[src/rtl/vram_slot_arbiter_pkg.sv]
// sys1 VRAM arbiter shared package
// Widths, slot kinds, FSM states and the slot-kind rule
package sys1_vram_pkg;

  localparam int AW = 14;
  localparam int DW = 8;

  typedef enum logic {
    SLOT_VID,
    SLOT_CPU
  } slot_e;

  typedef enum logic [2:0] {
    IDLE,
    VADDR,
    VDATA,
    CADDR,
    CDATA
  } state_e;

  // Video owns even pixels of the active area, CPU owns the rest
  function automatic slot_e slot_kind(
    input logic hpos0,
    input logic hblk,
    input logic vblk
  );
    return (!hblk && !vblk && !hpos0) ? SLOT_VID : SLOT_CPU;
  endfunction

endpackage

[src/rtl/vram_slot_arbiter_if.sv]
// VRAM arbiter bus bundle
// Raster, video fetch, CPU handshake and RAM port signals
interface vram_slot_arbiter_if;
  import sys1_vram_pkg::*;

  logic          PCLK_EN;
  logic [8:0]    HPOS;
  logic          HBLK;
  logic          VBLK;
  logic [AW-1:0] VID_AD;
  logic [DW-1:0] VID_DT;
  logic          VID_DV;
  logic          CPU_RQ;
  logic          CPU_WE;
  logic [AW-1:0] CPU_AD;
  logic [DW-1:0] CPU_DI;
  logic [DW-1:0] CPU_DT;
  logic          CPU_ACK;
  logic          CPU_WAIT;
  logic [AW-1:0] RAM_AD;
  logic          RAM_WE;
  logic [DW-1:0] RAM_DI;
  logic [DW-1:0] RAM_DO;

  modport slave (
    input  PCLK_EN, HPOS, HBLK, VBLK,
    input  VID_AD,
    input  CPU_RQ, CPU_WE, CPU_AD, CPU_DI,
    input  RAM_DO,
    output VID_DT, VID_DV,
    output CPU_DT, CPU_ACK, CPU_WAIT,
    output RAM_AD, RAM_WE, RAM_DI
  );

  modport master (
    output PCLK_EN, HPOS, HBLK, VBLK,
    output VID_AD,
    output CPU_RQ, CPU_WE, CPU_AD, CPU_DI,
    output RAM_DO,
    input  VID_DT, VID_DV,
    input  CPU_DT, CPU_ACK, CPU_WAIT,
    input  RAM_AD, RAM_WE, RAM_DI
  );

endinterface

[src/rtl/vram_wbuf.sv]
// Single-entry posted CPU write buffer
// Only built when VRAM_CPU_WBUF_EN is defined
`ifdef VRAM_CPU_WBUF_EN
module vram_wbuf
  import sys1_vram_pkg::*;
(
  input  logic          CLK,
  input  logic          RESET,
  input  logic          ld,
  input  logic [AW-1:0] ld_ad,
  input  logic [DW-1:0] ld_di,
  input  logic          drain,
  output logic          full,
  output logic [AW-1:0] ad,
  output logic [DW-1:0] di
);

  // Load wins; load and drain never coincide since load needs empty
  always_ff @(posedge CLK or posedge RESET) begin
    if (RESET) begin
      full <= 1'b0;
      ad   <= '0;
      di   <= '0;
    end else if (ld) begin
      full <= 1'b1;
      ad   <= ld_ad;
      di   <= ld_di;
    end else if (drain) begin
      full <= 1'b0;
    end
  end

endmodule
`endif

[src/rtl/vram_slot_arbiter.sv]
// Time-slot VRAM arbiter: video fetch vs CPU
// Optional posted write buffer: VRAM_CPU_WBUF_EN
module vram_slot_arbiter
  import sys1_vram_pkg::*;
(
  input  logic               CLK,
  input  logic               RESET,
  vram_slot_arbiter_if.slave bus
);

  state_e        state;
  slot_e         kind;
  logic          done;
  logic          c_rd;
  logic          c_ack;

  logic          post;
  logic          cpu_go;
  logic [AW-1:0] c_ad;
  logic          c_we;
  logic [DW-1:0] c_di;
  logic          c_rd_n;
  logic          c_ack_n;

  logic [AW-1:0] ram_ad;
  logic          ram_we;
  logic [DW-1:0] ram_di;
  logic [DW-1:0] vid_dt;
  logic          vid_dv;
  logic [DW-1:0] cpu_dt;
  logic          cpu_ack;

  assign kind = slot_kind(bus.HPOS[0], bus.HBLK, bus.VBLK);

`ifdef VRAM_CPU_WBUF_EN
  logic          wb_full;
  logic          wb_drain;
  logic [AW-1:0] wb_ad;
  logic [DW-1:0] wb_di;

  assign post = bus.CPU_RQ & bus.CPU_WE
              & ~done & ~wb_full;
  assign cpu_go = wb_full
                | (bus.CPU_RQ & ~bus.CPU_WE & ~done);
  assign c_ad    = wb_full ? wb_ad : bus.CPU_AD;
  assign c_we    = wb_full;
  assign c_di    = wb_full ? wb_di : bus.CPU_DI;
  assign c_rd_n  = ~wb_full;
  assign c_ack_n = ~wb_full;
  assign wb_drain = (state == IDLE) & bus.PCLK_EN
                  & (kind == SLOT_CPU) & wb_full;

  vram_wbuf u_wbuf (
    .CLK   (CLK),
    .RESET (RESET),
    .ld    (post),
    .ld_ad (bus.CPU_AD),
    .ld_di (bus.CPU_DI),
    .drain (wb_drain),
    .full  (wb_full),
    .ad    (wb_ad),
    .di    (wb_di)
  );
`else
  assign post    = 1'b0;
  assign cpu_go  = bus.CPU_RQ & ~done;
  assign c_ad    = bus.CPU_AD;
  assign c_we    = bus.CPU_WE;
  assign c_di    = bus.CPU_DI;
  assign c_rd_n  = ~bus.CPU_WE;
  assign c_ack_n = 1'b1;
`endif

  // Slot FSM with registered RAM port and handshake outputs
  always_ff @(posedge CLK or posedge RESET) begin
    if (RESET) begin
      state   <= IDLE;
      done    <= 1'b0;
      c_rd    <= 1'b0;
      c_ack   <= 1'b0;
      ram_ad  <= '0;
      ram_we  <= 1'b0;
      ram_di  <= '0;
      vid_dt  <= '0;
      vid_dv  <= 1'b0;
      cpu_dt  <= '0;
      cpu_ack <= 1'b0;
    end else begin
      vid_dv  <= 1'b0;
      cpu_ack <= post;
      if (!bus.CPU_RQ) done <= 1'b0;
      if (post) done <= 1'b1;
      unique case (state)
        IDLE: begin
          if (bus.PCLK_EN) begin
            if (kind == SLOT_VID) begin
              state  <= VADDR;
              ram_ad <= bus.VID_AD;
              ram_we <= 1'b0;
              ram_di <= bus.CPU_DI;
            end else if (cpu_go) begin
              state  <= CADDR;
              ram_ad <= c_ad;
              ram_we <= c_we;
              ram_di <= c_di;
              c_rd   <= c_rd_n;
              c_ack  <= c_ack_n;
            end
          end
        end
        VADDR: begin
          ram_we <= 1'b0;
          state  <= VDATA;
        end
        VDATA: begin
          vid_dt <= bus.RAM_DO;
          vid_dv <= 1'b1;
          state  <= IDLE;
        end
        CADDR: begin
          ram_we <= 1'b0;
          state  <= CDATA;
        end
        CDATA: begin
          if (c_rd) cpu_dt <= bus.RAM_DO;
          if (c_ack) begin
            cpu_ack <= 1'b1;
            done    <= 1'b1;
          end
          state <= IDLE;
        end
        default: state <= IDLE;
      endcase
    end
  end

  assign bus.RAM_AD   = ram_ad;
  assign bus.RAM_WE   = ram_we;
  assign bus.RAM_DI   = ram_di;
  assign bus.VID_DT   = vid_dt;
  assign bus.VID_DV   = vid_dv;
  assign bus.CPU_DT   = cpu_dt;
  assign bus.CPU_ACK  = cpu_ack;
  assign bus.CPU_WAIT = bus.CPU_RQ & ~cpu_ack
                      & ~done & ~RESET;

endmodule

[src/flat_wrapper.sv]
// flat-port wrapper written by rule: the top's interface ports become plain ports
module vram_slot_arbiter_flat import sys1_vram_pkg::*;
  (CLK, RESET, bus_PCLK_EN, bus_HPOS, bus_HBLK, bus_VBLK, bus_VID_AD, bus_CPU_RQ, bus_CPU_WE, bus_CPU_AD, bus_CPU_DI, bus_RAM_DO, bus_VID_DT, bus_VID_DV, bus_CPU_DT, bus_CPU_ACK, bus_CPU_WAIT, bus_RAM_AD, bus_RAM_WE, bus_RAM_DI);
  vram_slot_arbiter_if bus_i ();
  input  logic CLK;
  input  logic RESET;
  input wire logic [$bits(bus_i.PCLK_EN)-1:0] bus_PCLK_EN;
  input wire logic [$bits(bus_i.HPOS)-1:0] bus_HPOS;
  input wire logic [$bits(bus_i.HBLK)-1:0] bus_HBLK;
  input wire logic [$bits(bus_i.VBLK)-1:0] bus_VBLK;
  input wire logic [$bits(bus_i.VID_AD)-1:0] bus_VID_AD;
  input wire logic [$bits(bus_i.CPU_RQ)-1:0] bus_CPU_RQ;
  input wire logic [$bits(bus_i.CPU_WE)-1:0] bus_CPU_WE;
  input wire logic [$bits(bus_i.CPU_AD)-1:0] bus_CPU_AD;
  input wire logic [$bits(bus_i.CPU_DI)-1:0] bus_CPU_DI;
  input wire logic [$bits(bus_i.RAM_DO)-1:0] bus_RAM_DO;
  output wire logic [$bits(bus_i.VID_DT)-1:0] bus_VID_DT;
  output wire logic [$bits(bus_i.VID_DV)-1:0] bus_VID_DV;
  output wire logic [$bits(bus_i.CPU_DT)-1:0] bus_CPU_DT;
  output wire logic [$bits(bus_i.CPU_ACK)-1:0] bus_CPU_ACK;
  output wire logic [$bits(bus_i.CPU_WAIT)-1:0] bus_CPU_WAIT;
  output wire logic [$bits(bus_i.RAM_AD)-1:0] bus_RAM_AD;
  output wire logic [$bits(bus_i.RAM_WE)-1:0] bus_RAM_WE;
  output wire logic [$bits(bus_i.RAM_DI)-1:0] bus_RAM_DI;
  assign bus_i.PCLK_EN = bus_PCLK_EN;
  assign bus_i.HPOS = bus_HPOS;
  assign bus_i.HBLK = bus_HBLK;
  assign bus_i.VBLK = bus_VBLK;
  assign bus_i.VID_AD = bus_VID_AD;
  assign bus_i.CPU_RQ = bus_CPU_RQ;
  assign bus_i.CPU_WE = bus_CPU_WE;
  assign bus_i.CPU_AD = bus_CPU_AD;
  assign bus_i.CPU_DI = bus_CPU_DI;
  assign bus_i.RAM_DO = bus_RAM_DO;
  assign bus_VID_DT = bus_i.VID_DT;
  assign bus_VID_DV = bus_i.VID_DV;
  assign bus_CPU_DT = bus_i.CPU_DT;
  assign bus_CPU_ACK = bus_i.CPU_ACK;
  assign bus_CPU_WAIT = bus_i.CPU_WAIT;
  assign bus_RAM_AD = bus_i.RAM_AD;
  assign bus_RAM_WE = bus_i.RAM_WE;
  assign bus_RAM_DI = bus_i.RAM_DI;
  vram_slot_arbiter u_core (.CLK(CLK), .RESET(RESET), .bus(bus_i));
endmodule
[config.mk]
export PLATFORM = sky130hd
export DESIGN_NAME = vram_slot_arbiter_flat
export DESIGN_NICKNAME = d
export VERILOG_FILES = /design/src/rtl/vram_slot_arbiter_pkg.sv /design/src/rtl/vram_slot_arbiter_if.sv /design/src/rtl/vram_wbuf.sv /design/src/rtl/vram_slot_arbiter.sv /design/src/flat_wrapper.sv
export SDC_FILE = /design/constraint.sdc
export NUM_CORES = 1
export LEC_CHECK = 0
export BUFFER_PORTS_ARGS = -buffer_cell sky130_fd_sc_hd__buf_4
export CORE_ASPECT_RATIO = 0.7
export CORE_MARGIN = 8
export CORE_UTILIZATION = 47
export CTS_BUF_LIST = sky130_fd_sc_hd__clkbuf_2 sky130_fd_sc_hd__clkbuf_4 sky130_fd_sc_hd__clkbuf_8
export CTS_CLUSTER_DIAMETER = 80
export DETAILED_ROUTE_END_ITERATION = 8
export HOLD_SLACK_MARGIN = 0.1
export PLACE_DENSITY = 0.82
export SYNTH_ARGS = -nofsm -noshare
export SYNTH_HDL_FRONTEND = slang
export SYNTH_HIERARCHICAL = 1
export SYNTH_SLANG_ARGS = --single-unit
[constraint.sdc]
create_clock -name CLK -period 2.1 [get_ports CLK]
set_clock_uncertainty 0.1 [all_clocks]
set_input_delay 0.42 -clock CLK [delete_from_list [all_inputs] [get_ports CLK]]
set_output_delay 0.42 -clock CLK [all_outputs]
set_load 0.03 [all_outputs]
==> results.json <==
{
  "diodes": 0,
  "power.density_nw_per_um2": 1420,
  "layout.nets": 291,
  "cts.repair.resized": 0,
  "grt_pass1_vias": 1658,
  "cts_buffer_depth": 2,
  "post-synth-top-count-cell": "mux2_2",
  "p_int_mw": 2.58,
  "path_buf_inv": 1,
  "io_pins": 102,
  "worst_ep_arrival_time_ns": 2.05,
  "worstRegToRegCells": 4,
  "dp_worst_setup_slack_ns": 0.0818,
  "cts-hold-fix-buffers": 1,
  "area_growth_pct": 46.7,
  "synth_common_cells": "mux2_2 (51), dfrtp_1 (47), buf_6 (3), inv_1 (3)",
  "antenna_found_initial": 0,
  "setup_viol": 0,
  "combPwrFrac_pct": 45.6,
  "synth_largest_area_cell": "dfrtp_1",
  "critPathTopFamily": "simple AND/OR/NAND/NOR gates",
  "clk_transition_reported_paths_ns": 0.09,
  "cts_tree": "done",
  "die_area_sq_um": 6610,
  "status": "finished clean",
  "ir_drop_v": 0.000958,
  "numCtsBuffers": 5,
  "grt_pass1_wl_mm": 8.25,
  "setup_ws_ns": 0.122,
  "async_reset_ff_share_pct": 100,
  "design.core.area_sq_um": 3990,
  "p_switching_mw": 1.57,
  "critPathCaptureType": "flip-flop",
  "fin_crit_ns": 1.98,
  "cp-start-kind": "flip-flop",
  "cp.required_ns": 2.17,
  "hold_path_end": "u_core/c_rd$_DFFE_PP0P_",
  "critPathMaxFanout": 17,
  "hold_path_class": "in -> reg",
  "drtIter0Drc": 22,
  "yosysUniqueCellTypes": 25,
  "syn_nets": 190,
  "pwr-share-seq_pct": 35.5,
  "grt_setup_unrepaired": "no",
  "vias": 1415,
  "critPathKind": "reg -> reg",
  "fillCellCount": 269,
  "crit_chain": "or4b_4 > a21oi_4 > buf_12 > mux2_2",
  "crit_slowest_cell": "or4b_4",
  "rrSetupSlack_ns": 0.12,
  "leakagePower_nw": 1.42,
  "portBuffers": 93,
  "synth_area_per_cell_sq_um": 15.3,
  "wl_per_cell_microns": 17.8,
  "syn-cell-area_sq_um": 1990,
  "place_congestion": 0.730,
  "cts_setup_buffers": 0,
  "detailed_place_hpwl_mm": 4.08,
  "clkPwrFrac_pct": 18.9,
  "clk_latency_ns": 0.29,
  "drc": 0,
  "core.rowCount": 19,
  "hp-start": "bus_CPU_WE",
  "setup_tns_ns": 0,
  "die_y_microns": 70.5,
  "routed_wl_mm": 5.05,
  "via_per_inst": 4.98,
  "grt_usage_pct": 15.8,
  "initial_core_util_pct": 49.9,
  "r2r-end": "u_core/bus.RAM_DI[4]$_DFFE_PP0P_",
  "drive_gt1_share_pct": 70.3,
  "timing.rr.start": "u_core/state[0]$_DFFE_PP0P_",
  "h-tree-depth": 2,
  "drv_slew": 0,
  "synth_edf_count": 0,
  "cts.sinks": 47,
  "die_x_microns": 93.8,
  "synth_top_flop_cell": "dfrtp_1",
  "critical-path-max-stage-delay_ns": 0.60,
  "drt_pass1_iterations": 4,
  "ys_seq_area_share_pct": 59.0,
  "grt_overflow_total": 0,
  "grt_max_degree": 31,
  "hold_depth": 2,
  "synth_seq_cells": 47,
  "hold_violations": 0,
  "synthDominantCellAreaShare_pct": 59.0,
  "max_freq_mhz": 505,
  "relSlewSlack_pct": 72.1,
  "yosys_warnings": 6,
  "syn_inst": 130,
  "worst_slew_pin_slew_ns": 0.419,
  "root_buffer": "clkbuf_8",
  "switching_share_pct": 37.8,
  "fin_crit_sh_pct": 94.2,
  "ant_nets": 0,
  "cap_violations": 0,
  "ys_top_cells_by_area": "dfrtp_1 (59%), mux2_2 (29%), buf_6 (1.7%), a21oi_4 (0.82%), mux2_4 (0.75%)"
}
==> sequential cells by signal (all words and copies together), names as in the netlist <==
register and count:
u_core/bus.RAM_AD 14, u_core/bus.CPU_DT 8, u_core/c_ack 1, u_core/state 3, u_core/c_rd 1, u_core/bus.VID_DV 1
u_core/done 1, u_core/bus.CPU_ACK 1, u_core/bus.RAM_WE 1, u_core/bus.RAM_DI 8, u_core/bus.VID_DT 8
==> through the flow <==
stage | instances | total power, mW | area (sq um) | hold slack [ns] | utilization (%)
after global routing | 284 | 4.35 | 2920 | 0.214 | 73.2
after detailed placement | 275 | 3.40 | 2780 | 0.353 | 69.5
after global placement | 275 | 3.33 | 2780 | 0.336 | 69.5
after CTS | 284 | 4.19 | 2920 | 0.209 | 73.2
after floorplan | 130 | 2.59 | 1990 | 0.330 | -
final | 284 | 4.14 | 2920 | 0.210 | 73.2
==> kinds of logic after synthesis <==
logic type | synth area share [%]
flip-flops | 59.0
AND/OR/NAND/NOR | 5.15
buffers and inverters | 3.01
AO/OA/AOI/OAI | 2.76
multiplexers | 30.1
==> placed cells by master, fill, tap and decap left out, types with 2 or more instances in the layout <==
master / synthesis / layout
buf_4: 1 / 97
mux2_2: 51 / 51
dfrtp_1: 47 / 47
clkbuf_8: 0 / 5
bufinv_16: 0 / 2
nor2b_1: 2 / 2
nor3_1: 2 / 2
and3_1: 2 / 2
nor3b_1: 2 / 2
inv_1: 3 / 2
buf_12: 0 / 2
==> power groups by stage <==
stage / Clock [mW] / Sequential, mW / Combinational [mW]
3_3_place_gp: 0 / 1.45 / 1.87
3_5_place_dp: 0 / 1.48 / 1.92
2_1_floorplan: 0 / 2.15 / 0.447
4_1_cts: 0.801 / 1.47 / 1.92
5_1_grt: 0.836 / 1.52 / 1.99
6_report: 0.783 / 1.47 / 1.89
==> how the worst max path moves through the flow <==
stage                                     start                          endpoint  slack (ns)  cells past startpoint
floorplan           u_core/state[0]$_DFFE_PP0P_  u_core/bus.RAM_AD[0]$_DFFE_PP0P_        0.22                      4
global placement                       bus_VBLK  u_core/bus.RAM_AD[8]$_DFFE_PP0P_        0.11                      5
detailed placement                     bus_VBLK  u_core/bus.RAM_AD[4]$_DFFE_PP0P_        0.08                      5
CTS                                       RESET                      bus_CPU_WAIT        0.11                      4
global route                              RESET                      bus_CPU_WAIT        0.08                      4
finish              u_core/state[0]$_DFFE_PP0P_  u_core/bus.RAM_DI[4]$_DFFE_PP0P_        0.12                      4
==> routing by layer <==
metal	vias up	wire length, microns	part of all wire (%)	track usage [%]
li1	664	-	-	-
met1	690	1840	36	16.5
met2	57	2600	51	26.6
met3	4	563	11	8.32
met4	0	46	0.91	4.90
met5	-	0	0	0
==> final cells by class <==
class | instances | area, sq um | share of cell area (%)
clock buffer | 6 | 76.3 | 2.61
inverter | 3 | 11.3 | 0.385
clock inverter | 2 | 60.1 | 2.05
multi-input combinational | 74 | 757 | 25.9
sequential | 47 | 1180 | 40.2
timing repair buffer | 100 | 778 | 26.6
tap | 52 | 65.1 | 2.23
No activity file was read; power rests on OpenSTA's default activity.
